## src/rtl/perf_counter_bank.sv

```systemverilog
// Event-counter bank: NUM_CH event counters plus a free-running cycle counter, frozen on halt.
// Latency: counter update 1 cycle; read data registered, valid 1 cycle after rd_req.
// Backpressure: none; one read per cycle is accepted and reads never stall counting.
module perf_counter_bank #(
    parameter int NUM_CH   = 4,
    parameter int CNT_W    = 32,
    parameter int SATURATE = 0,
    parameter int SEL_W    = 3
) (
    input  logic              clk,
    input  logic              rst,
    input  logic              count_en,
    input  logic [NUM_CH-1:0] evt,
    input  logic              halt,
    input  logic              clear,
    input  logic              rd_req,
    input  logic [SEL_W-1:0]  rd_sel,
    output logic              rd_valid,
    output logic [CNT_W-1:0]  rd_data,
    output logic              rd_err,
    output logic [NUM_CH:0]   ovf,
    output logic              frozen
);

    // Counter NUM_CH is the cycle counter; it ticks whenever counting is live.
    localparam int NCNT = NUM_CH + 1;

    typedef enum logic {
        COUNT  = 1'b0,
        FROZEN = 1'b1
    } state_t;

    state_t           state;
    logic [CNT_W-1:0] cntQ [NCNT];
    logic [NCNT-1:0]  ovfQ;
    logic [NCNT-1:0]  tick;
    logic             countNow;
    logic [CNT_W-1:0] rdMux;
    logic             selOk;

    assign tick     = {1'b1, evt};
    assign countNow = (state == COUNT) && count_en;
    assign ovf      = ovfQ;
    assign frozen   = (state == FROZEN);

    // Counters and sticky overflow flags; clear beats any same-cycle event.
    always_ff @(posedge clk) begin
        if (rst || clear) begin
            for (int i = 0; i < NCNT; i++) begin
                cntQ[i] <= '0;
            end
            ovfQ <= '0;
        end else if (countNow) begin
            for (int i = 0; i < NCNT; i++) begin
                if (tick[i]) begin
                    if (cntQ[i] == {CNT_W{1'b1}}) begin
                        ovfQ[i] <= 1'b1;
                        // Saturating mode simply leaves the all-ones value in place.
                        if (SATURATE == 0) begin
                            cntQ[i] <= '0;
                        end
                    end else begin
                        cntQ[i] <= cntQ[i] + CNT_W'(1);
                    end
                end
            end
        end
    end

    // COUNT/FROZEN control: halt freezes from the next cycle, only clear unfreezes.
    always_ff @(posedge clk) begin
        if (rst || clear) begin
            state <= COUNT;
        end else if ((state == COUNT) && halt) begin
            state <= FROZEN;
        end
    end

    // Select the requested counter from its pre-increment register value.
    always_comb begin
        rdMux = '0;
        selOk = 1'b0;
        for (int i = 0; i < NCNT; i++) begin
            if (rd_sel == SEL_W'(i)) begin
                rdMux = cntQ[i];
                selOk = 1'b1;
            end
        end
    end

    // Registered read port: data/err hold between requests, valid pulses once per request.
    always_ff @(posedge clk) begin
        if (rst) begin
            rd_valid <= 1'b0;
            rd_data  <= '0;
            rd_err   <= 1'b0;
        end else begin
            rd_valid <= rd_req;
            if (rd_req) begin
                rd_data <= rdMux;
                rd_err  <= !selOk;
            end
        end
    end

endmodule
```

## config.mk

```make
export PLATFORM = sky130hd
export DESIGN_NAME = perf_counter_bank
export DESIGN_NICKNAME = d
export VERILOG_FILES = /design/src/rtl/perf_counter_bank.sv
export SDC_FILE = /design/constraint.sdc
export NUM_CORES = 1
export LEC_CHECK = 0
export BUFFER_PORTS_ARGS = -buffer_cell sky130_fd_sc_hd__buf_2
export CORE_MARGIN = 5
export CORE_UTILIZATION = 45
export CTS_CLUSTER_SIZE = 16
export DETAILED_ROUTE_END_ITERATION = 6
export GPL_TIMING_DRIVEN = 0
export PLACE_DENSITY = 0.62
export SLEW_MARGIN = 5
export SYNTH_ARGS = -nofsm -noshare
export SYNTH_HDL_FRONTEND = slang
export SYNTH_SLANG_ARGS = --single-unit
```

## constraint.sdc

```tcl
create_clock -name clk -period 2.1 [get_ports clk]
set_input_delay 0.105 -clock clk [delete_from_list [all_inputs] [get_ports clk]]
set_output_delay 0.105 -clock clk [all_outputs]
set_load 0.02 [all_outputs]
```

==> results.toml, run 1 <==
[final_layout]
antenna_cells = 0
layout-drive-gt1-share_pct = 21.0
nets = 1268
syn_to_final_growth_pct = 22.0
final_cells = 1593

[worst_setup_path]
cp.required_ns = 2.18
endpoint_kind = "flip-flop"
crit_type = "reg2reg"
arrival_ns = 2.31
r2r_start = "frozen"
startpoint_type = "flip-flop"
crit_start = "frozen"
crit_fanout = 32

[sta]
clock.fmax_ghz = 0.450
fin_crit_ns = 2.22
final-setup-viol-count = 121
relSlewSlack_pct = 37.7
hold_viol = 0
finalWorstSetupSlack_ns = -0.123
whs_ns = 0.0192
tightest_slew_ns = 0.934
period_share_pct = 106
rsz0062_at_grt = "yes"
slew_violations = 0
finClkSkew_ns = 0.0125

[power_and_ir_drop]
p_clk_share_pct = 37.2
switching_share_pct = 27.2
pwr-share-comb_pct = 10.2
static-leakage-power_nw = 5.10
power.density_nw_per_um2 = 654
p_int_mw = 6.56
ir_drop_mv = 0.394
seqPwrFrac_pct = 52.6
p_sw_mw = 2.46

[yosys]
synth-main-ff-cell = "edfxtp_1"
synth_top_area_share_pct = 42.5
synthArstFlopShare_pct = 0
yosys_register_bits = 200
yosysTopAreaCell = "edfxtp_1"
yosysWarnings = 0
ys_seq_area_share_pct = 49.6
syn_inst = 1091
synth_edf_count = 160
syn_area_per_cell_sq_um = 10.4
ys_top_cells_by_area = "edfxtp_1 43%, xor2_1 7.8%, dfxtp_1 7.1%, nor2_1 6.9%, mux2i_1 5.8%"
synth.distinct_cells = 50
synth_common_cells = "207 x nor2_1, 160 x edfxtp_1, 101 x xor2_1, 66 x nand3_1, 65 x mux2i_1"
syn_nets = 1109
synthesis.area_sq_um = 11300
yosysMostFrequentCell = "nor2_1"

[grt]
grt_max_degree = 33
grt_first_pass_wirelength_um = 48300
grt_overflow = 0
grt_usage_pct = 21.8
grt_pass1_vias = 8353
antenna_found_initial = 0

[clocking]
htree_levels = 4
cts_inserted_buffers = 17
cts_tree = "done"
clock_sinks = 200
clockRootBuffer = "clkbuf_16"
clk_pin_slew_worst_paths_ns = 0.08
cts.path.max_buffers = 2
clk_latency_ns = 0.45

[placed_design]
gp_congestion = 0.901
place_ws_ns = -0.729
place_inst = 1469
hpwl_um = 22300
port-buffer-count = 48

[hold_path]
hp-class = "in2reg"
worstHoldStart = "evt[3]"

[routing]
vias_per_cell = 5.85
routed-via-count = 9324
ant_nets = 0
drtPass1Iterations = 5
drc = 0
routedWlPerCell_um = 20.5
drt_wl_total_um = 32600
drtIter0Drc = 971

[floorplanning]
start_util_pct = 45.2
ios = 53
die_h_um = 168
die_w_um = 168
core-area_sq_um = 25000
die_area_sq_um = 28400
rows = 58

[run]
maxCapViolCount = 0

[run_status]
violations = "negative setup slack"
outcome = "complete, but fails checks"
==> cells in the final DEF, fill, tap and decap left out, drive strengths merged, types with 2 or more instances in the layout <==
cell type,synthesis,layout
nor2,207,207
buf,26,161
edfxtp,160,160
xor2,101,101
nand3,69,70
mux2i,65,65
nand2,65,65
nand4,58,58
clkbuf,30,49
o21ai,42,42
dfxtp,40,40
xnor2,34,34
a2bb2oi,32,32
o221ai,32,32
and3,24,24
inv,12,20
nor4,13,13
and4,12,12
nor3,10,10
a21oi,9,9
or3,6,6
clkinv,0,6
or4,5,5
o211ai,5,5
ha,5,5
o31ai,4,4
and2,4,4
nor4b,3,3
o21bai,3,3
nand2b,3,3
nand3b,2,2
o2111ai,2,2
nand4b,2,2
nor2b,2,2
dlygate4sd3,0,2
==> final cells by class <==
| cell class | instances | area (sq um) |
|---|---|---|
| plain buffers | 51 | 304 |
| repair buffers | 144 | 1070 |
| clock buffers | 17 | 425 |
| fillers | 2246 | 11200 |
| clock inverters | 15 | 161 |
| well taps | 330 | 413 |
| inverters | 12 | 45.0 |
| flip-flops and latches | 200 | 5610 |
| multi-input cells | 824 | 5760 |
==> critical path, cell delays in order (launching register included) <==
cell and delay [ns]:
dfxtp_1 0.36, nor4b_4 0.31, buf_2 0.38, nand2_1 0.31
nand2_4 0.49
==> cell families (layout without fill, tap and decap cells) <==
| kind of cell | after synthesis | in the layout | synth area share, % |
|---|---|---|---|
| AOI/OAI and AO/OA | 133 | 133 | 8.85 |
| xor gates and xnor gates | 135 | 135 | 10.5 |
| adders and majority gates | 5 | 5 | 0.554 |
| buffers and inverters | 68 | 239 | 2.85 |
| DFF | 200 | 200 | 49.6 |
| muxes | 65 | 65 | 5.76 |
| and+or+nand+nor | 485 | 486 | 21.9 |
==> power groups by stage <==
| stage | Sequential (mW) | Combinational, mW | Clock [mW] |
|---|---|---|---|
| floorplan | 4.79 | 0.490 | 0 |
| global placement | 4.82 | 0.764 | 0 |
| detailed placement | 4.82 | 0.773 | 0 |
| CTS | 4.74 | 0.790 | 3.39 |
| global route | 4.77 | 0.982 | 3.57 |
| finish | 4.74 | 0.916 | 3.35 |
==> path summary, 6_finish.rpt <==
| check | cells after the start | endpoint | slack [ns] |
|---|---|---|---|
| worst max-delay path | 4 | cntQ[2][25] | -0.12 |
| worst min-delay path | 3 | cntQ[3][26] | 0.02 |
| worst max register to register | 4 | cntQ[2][25] | -0.12 |
| worst min register to register | 2 | ovf[1] | 0.46 |
==> metrics by stage <==
step	cell area [sq um]	power (mW)	TNS [ns]	utilization [%]
after detailed placement	12000	5.59	-123.49	47.9
after CTS	12800	8.92	-10.33	51.3
after floorplan	11300	5.28	0	-
after global placement	12000	5.58	-135.71	47.9
final	13800	9.01	-7.50	55.2
after global routing	13800	9.32	-32.47	55.2
==> flip-flops by register name, summed over array words and instances, names as in the netlist <==
signal    cells
cntQ        160
rd_data      32
ovf           5
frozen        1
rd_err        1
rd_valid      1
==> layer usage <==
layer	share of wire [%]	wire, um	track usage [%]	vias to the layer above
met1	47	15300	32.8	4585
met4	2.1	669	5.40	0
li1	-	-	-	4360
met5	0	0	0	-
met2	44	14400	32.4	335
met3	6.8	2200	4.13	44
==> timing repair <==
action,CTS,global route
buffers inserted,20,68
gates cloned,0,7
endpoints found under the hold margin,2,0
resized for setup,19,74
endpoints found under the setup margin,298,296
pin swaps,17,36
hold buffers,2,0
Note: power is estimated with default switching activity, not from simulation.
==> run 2: changes to the inputs <==
--- a/config.mk
+++ b/config.mk
@@ -6,12 +6,13 @@
 export NUM_CORES = 1
 export LEC_CHECK = 0
 export BUFFER_PORTS_ARGS = -buffer_cell sky130_fd_sc_hd__buf_2
+export CORE_ASPECT_RATIO = 1.2
 export CORE_MARGIN = 5
-export CORE_UTILIZATION = 45
+export CORE_UTILIZATION = 56
 export CTS_CLUSTER_SIZE = 16
 export DETAILED_ROUTE_END_ITERATION = 6
 export GPL_TIMING_DRIVEN = 0
-export PLACE_DENSITY = 0.62
+export PLACE_DENSITY = 0.75
 export SLEW_MARGIN = 5
 export SYNTH_ARGS = -nofsm -noshare
 export SYNTH_HDL_FRONTEND = slang
==> run 2 against run 1 <==
The flow now finishes without violations; register-to-register slack improved by 0.16 ns; largest cell class is now flip-flops and latches; die area fell by 18%; critical path type unchanged; setup slack improved by 0.16 ns.
==> results.toml, run 2 (synthesis results as in run 1) <==
[run_status]
outcome = "finished clean"

[power_and_ir_drop]
p_int_mw = 6.61
seqPwrFrac_pct = 52.8
static-leakage-power_nw = 4.74
p_sw_mw = 2.41
ir_drop_mv = 0.633
pwr-share-comb_pct = 9.2
switching_share_pct = 26.7
p_clk_share_pct = 38.0
power_mw = 9.02
power.density_nw_per_um2 = 697

[grt]
grt_overflow = 0
grt_first_pass_wirelength_um = 47600
antenna_found_initial = 0
grt_usage_pct = 26.7
grt_pass1_vias = 8535
grt_max_degree = 33

[sta]
final-setup-viol-count = 0
period_share_pct = 98.5
fin_crit_ns = 2.07
relSlewSlack_pct = 48.8
finClkSkew_ns = 0.0121
hold_viol = 0
rsz0062_at_grt = "yes"
slew_violations = 0
setup_tns_ns = 0
tightest_slew_ns = 0.766
clock.fmax_ghz = 0.484

[floorplanning]
core-area_sq_um = 20000
die_w_um = 140
start_util_pct = 56.4
die_area_sq_um = 23100
rows = 57
die_h_um = 166
ios = 53

[worst_setup_path]
crit_end = "cntQ[2][19]"
critPathBufInv = 2
cp.required_ns = 2.24
r2r_slack_ns = 0.03
reg2reg_to = "cntQ[2][19]"
cp_top_family = "simple AND/OR/NAND/NOR gates"
crit_type = "reg2reg"
crit_fanout = 32
cp_slowest_cell = "buf_2"
startpoint_type = "flip-flop"
cp_num_cells = 5
endpoint_kind = "flip-flop"
crit_start = "frozen"
crit_chain = "nor4b_4 > buf_4 > buf_2 > nand2_2 > nand2_8"
arrival_ns = 2.21
cpPeakStageDelay_ns = 0.38
r2r_start = "frozen"
ff2ff_path_depth = 5

[routing]
drt_wl_total_um = 31200
routedWlPerCell_um = 21.2
vias_per_cell = 6.24
routed-via-count = 9186
drtIter0Drc = 1083
drc = 0
drtPass1Iterations = 5
ant_nets = 0

[final_layout]
final_cells = 1473
layout-drive-gt1-share_pct = 14.8
nets = 1213
largest-register = "cntQ"
fillers = 1577
final_common_cell = "nor2_1"
largest_reg_flops = 160
final_cell_mix = "204 x nor2_1, 160 x edfxtp_1, 101 x xor2_1, 65 x mux2i_1, 62 x nand3_1"
antenna_cells = 0
syn_to_final_growth_pct = 14.5
design_area_sq_um = 12900

[placed_design]
place_inst = 1404
hpwl_um = 22500
placed_cell_area_sq_um = 11900
gp_congestion = 0.949
port-buffer-count = 48

[clocking]
clock_sinks = 200
clockRootBuffer = "clkbuf_16"
cts.path.max_buffers = 2
cts_inserted_buffers = 17
clk_latency_ns = 0.45
clk_pin_slew_worst_paths_ns = 0.08
htree_levels = 4
cts_tree = "done"

[run]
maxCapViolCount = 0

[hold_path]
hp-class = "in2reg"
whs_path_depth = 2
==> run 2: cell count changes in the layout (fill, tap and decap cells not counted), sizes merged <==
cell	previous run	this run
buf	161	112
bufinv	1	2
clkbuf	49	44
clkinv	6	4
clkinvlp	0	1
nand3	70	69
==> run 2: power groups by stage <==
stage	clock network, mW	logic (mW)	registers [mW]
6_report	3.43	0.827	4.76
5_1_grt	3.56	0.883	4.79
4_1_cts	3.41	0.786	4.75
3_5_place_dp	0	0.762	4.84
3_3_place_gp	0	0.752	4.83
2_1_floorplan	0	0.490	4.79
==> run 2: worst reg2reg max path: stages (launching register included) <==
cell,delay [ns]
dfxtp_1,0.35
nor4b_4,0.28
buf_4,0.17
buf_2,0.38
nand2_2,0.26
nand2_8,0.30
==> run 2: layer usage <==
metal | global-route usage [%] | wire length, um
met1 | 33.3 | 12400
met4 | 12.5 | 1540
met5 | 0 | 0
met3 | 3.08 | 1780
met2 | 46.7 | 15600
==> run 2: through the flow <==
stage | util, % | hold WS (ns) | setup slack [ns]
after detailed placement | 59.3 | 0.309 | -0.844
after global placement | 59.3 | 0.304 | -0.907
after CTS | 63.4 | 0.0325 | -0.00795
after global routing | 64.6 | 0.0574 | -0.0588
after floorplan | - | 0.215 | 0.0476
final | 64.6 | 0.0342 | 0.0322
==> run 2: how the worst min path moves through the flow <==
| stage | start | endpoint |
|---|---|---|
| floorplan | halt | frozen |
| global placement | halt | frozen |
| detailed placement | halt | frozen |
| CTS | evt[3] | cntQ[3][26] |
| global route | evt[0] | cntQ[0][28] |
| finish | rd_req | rd_valid |
==> run 2: cell type report <==
| type | instances | area, sq um | area share (%) |
|---|---|---|---|
| Sequential cell | 200 | 5610 | 43.3 |
| Multi-Input combinational cell | 823 | 5530 | 42.7 |
| Timing Repair Buffer | 89 | 553 | 4.27 |
| Clock buffer | 17 | 425 | 3.29 |
| Tap cell | 265 | 332 | 2.56 |
| Buffer | 52 | 272 | 2.10 |
| Clock inverter | 15 | 180 | 1.39 |
| Inverter | 12 | 45.0 | 0.348 |
==> run 2: what timing repair did <==
action	CTS	global route
buffers inserted	17	22
endpoints found under the setup margin	300	237
pin swaps	11	11
endpoints found under the hold margin	2	0
hold buffers	2	0
gates resized for setup	16	17
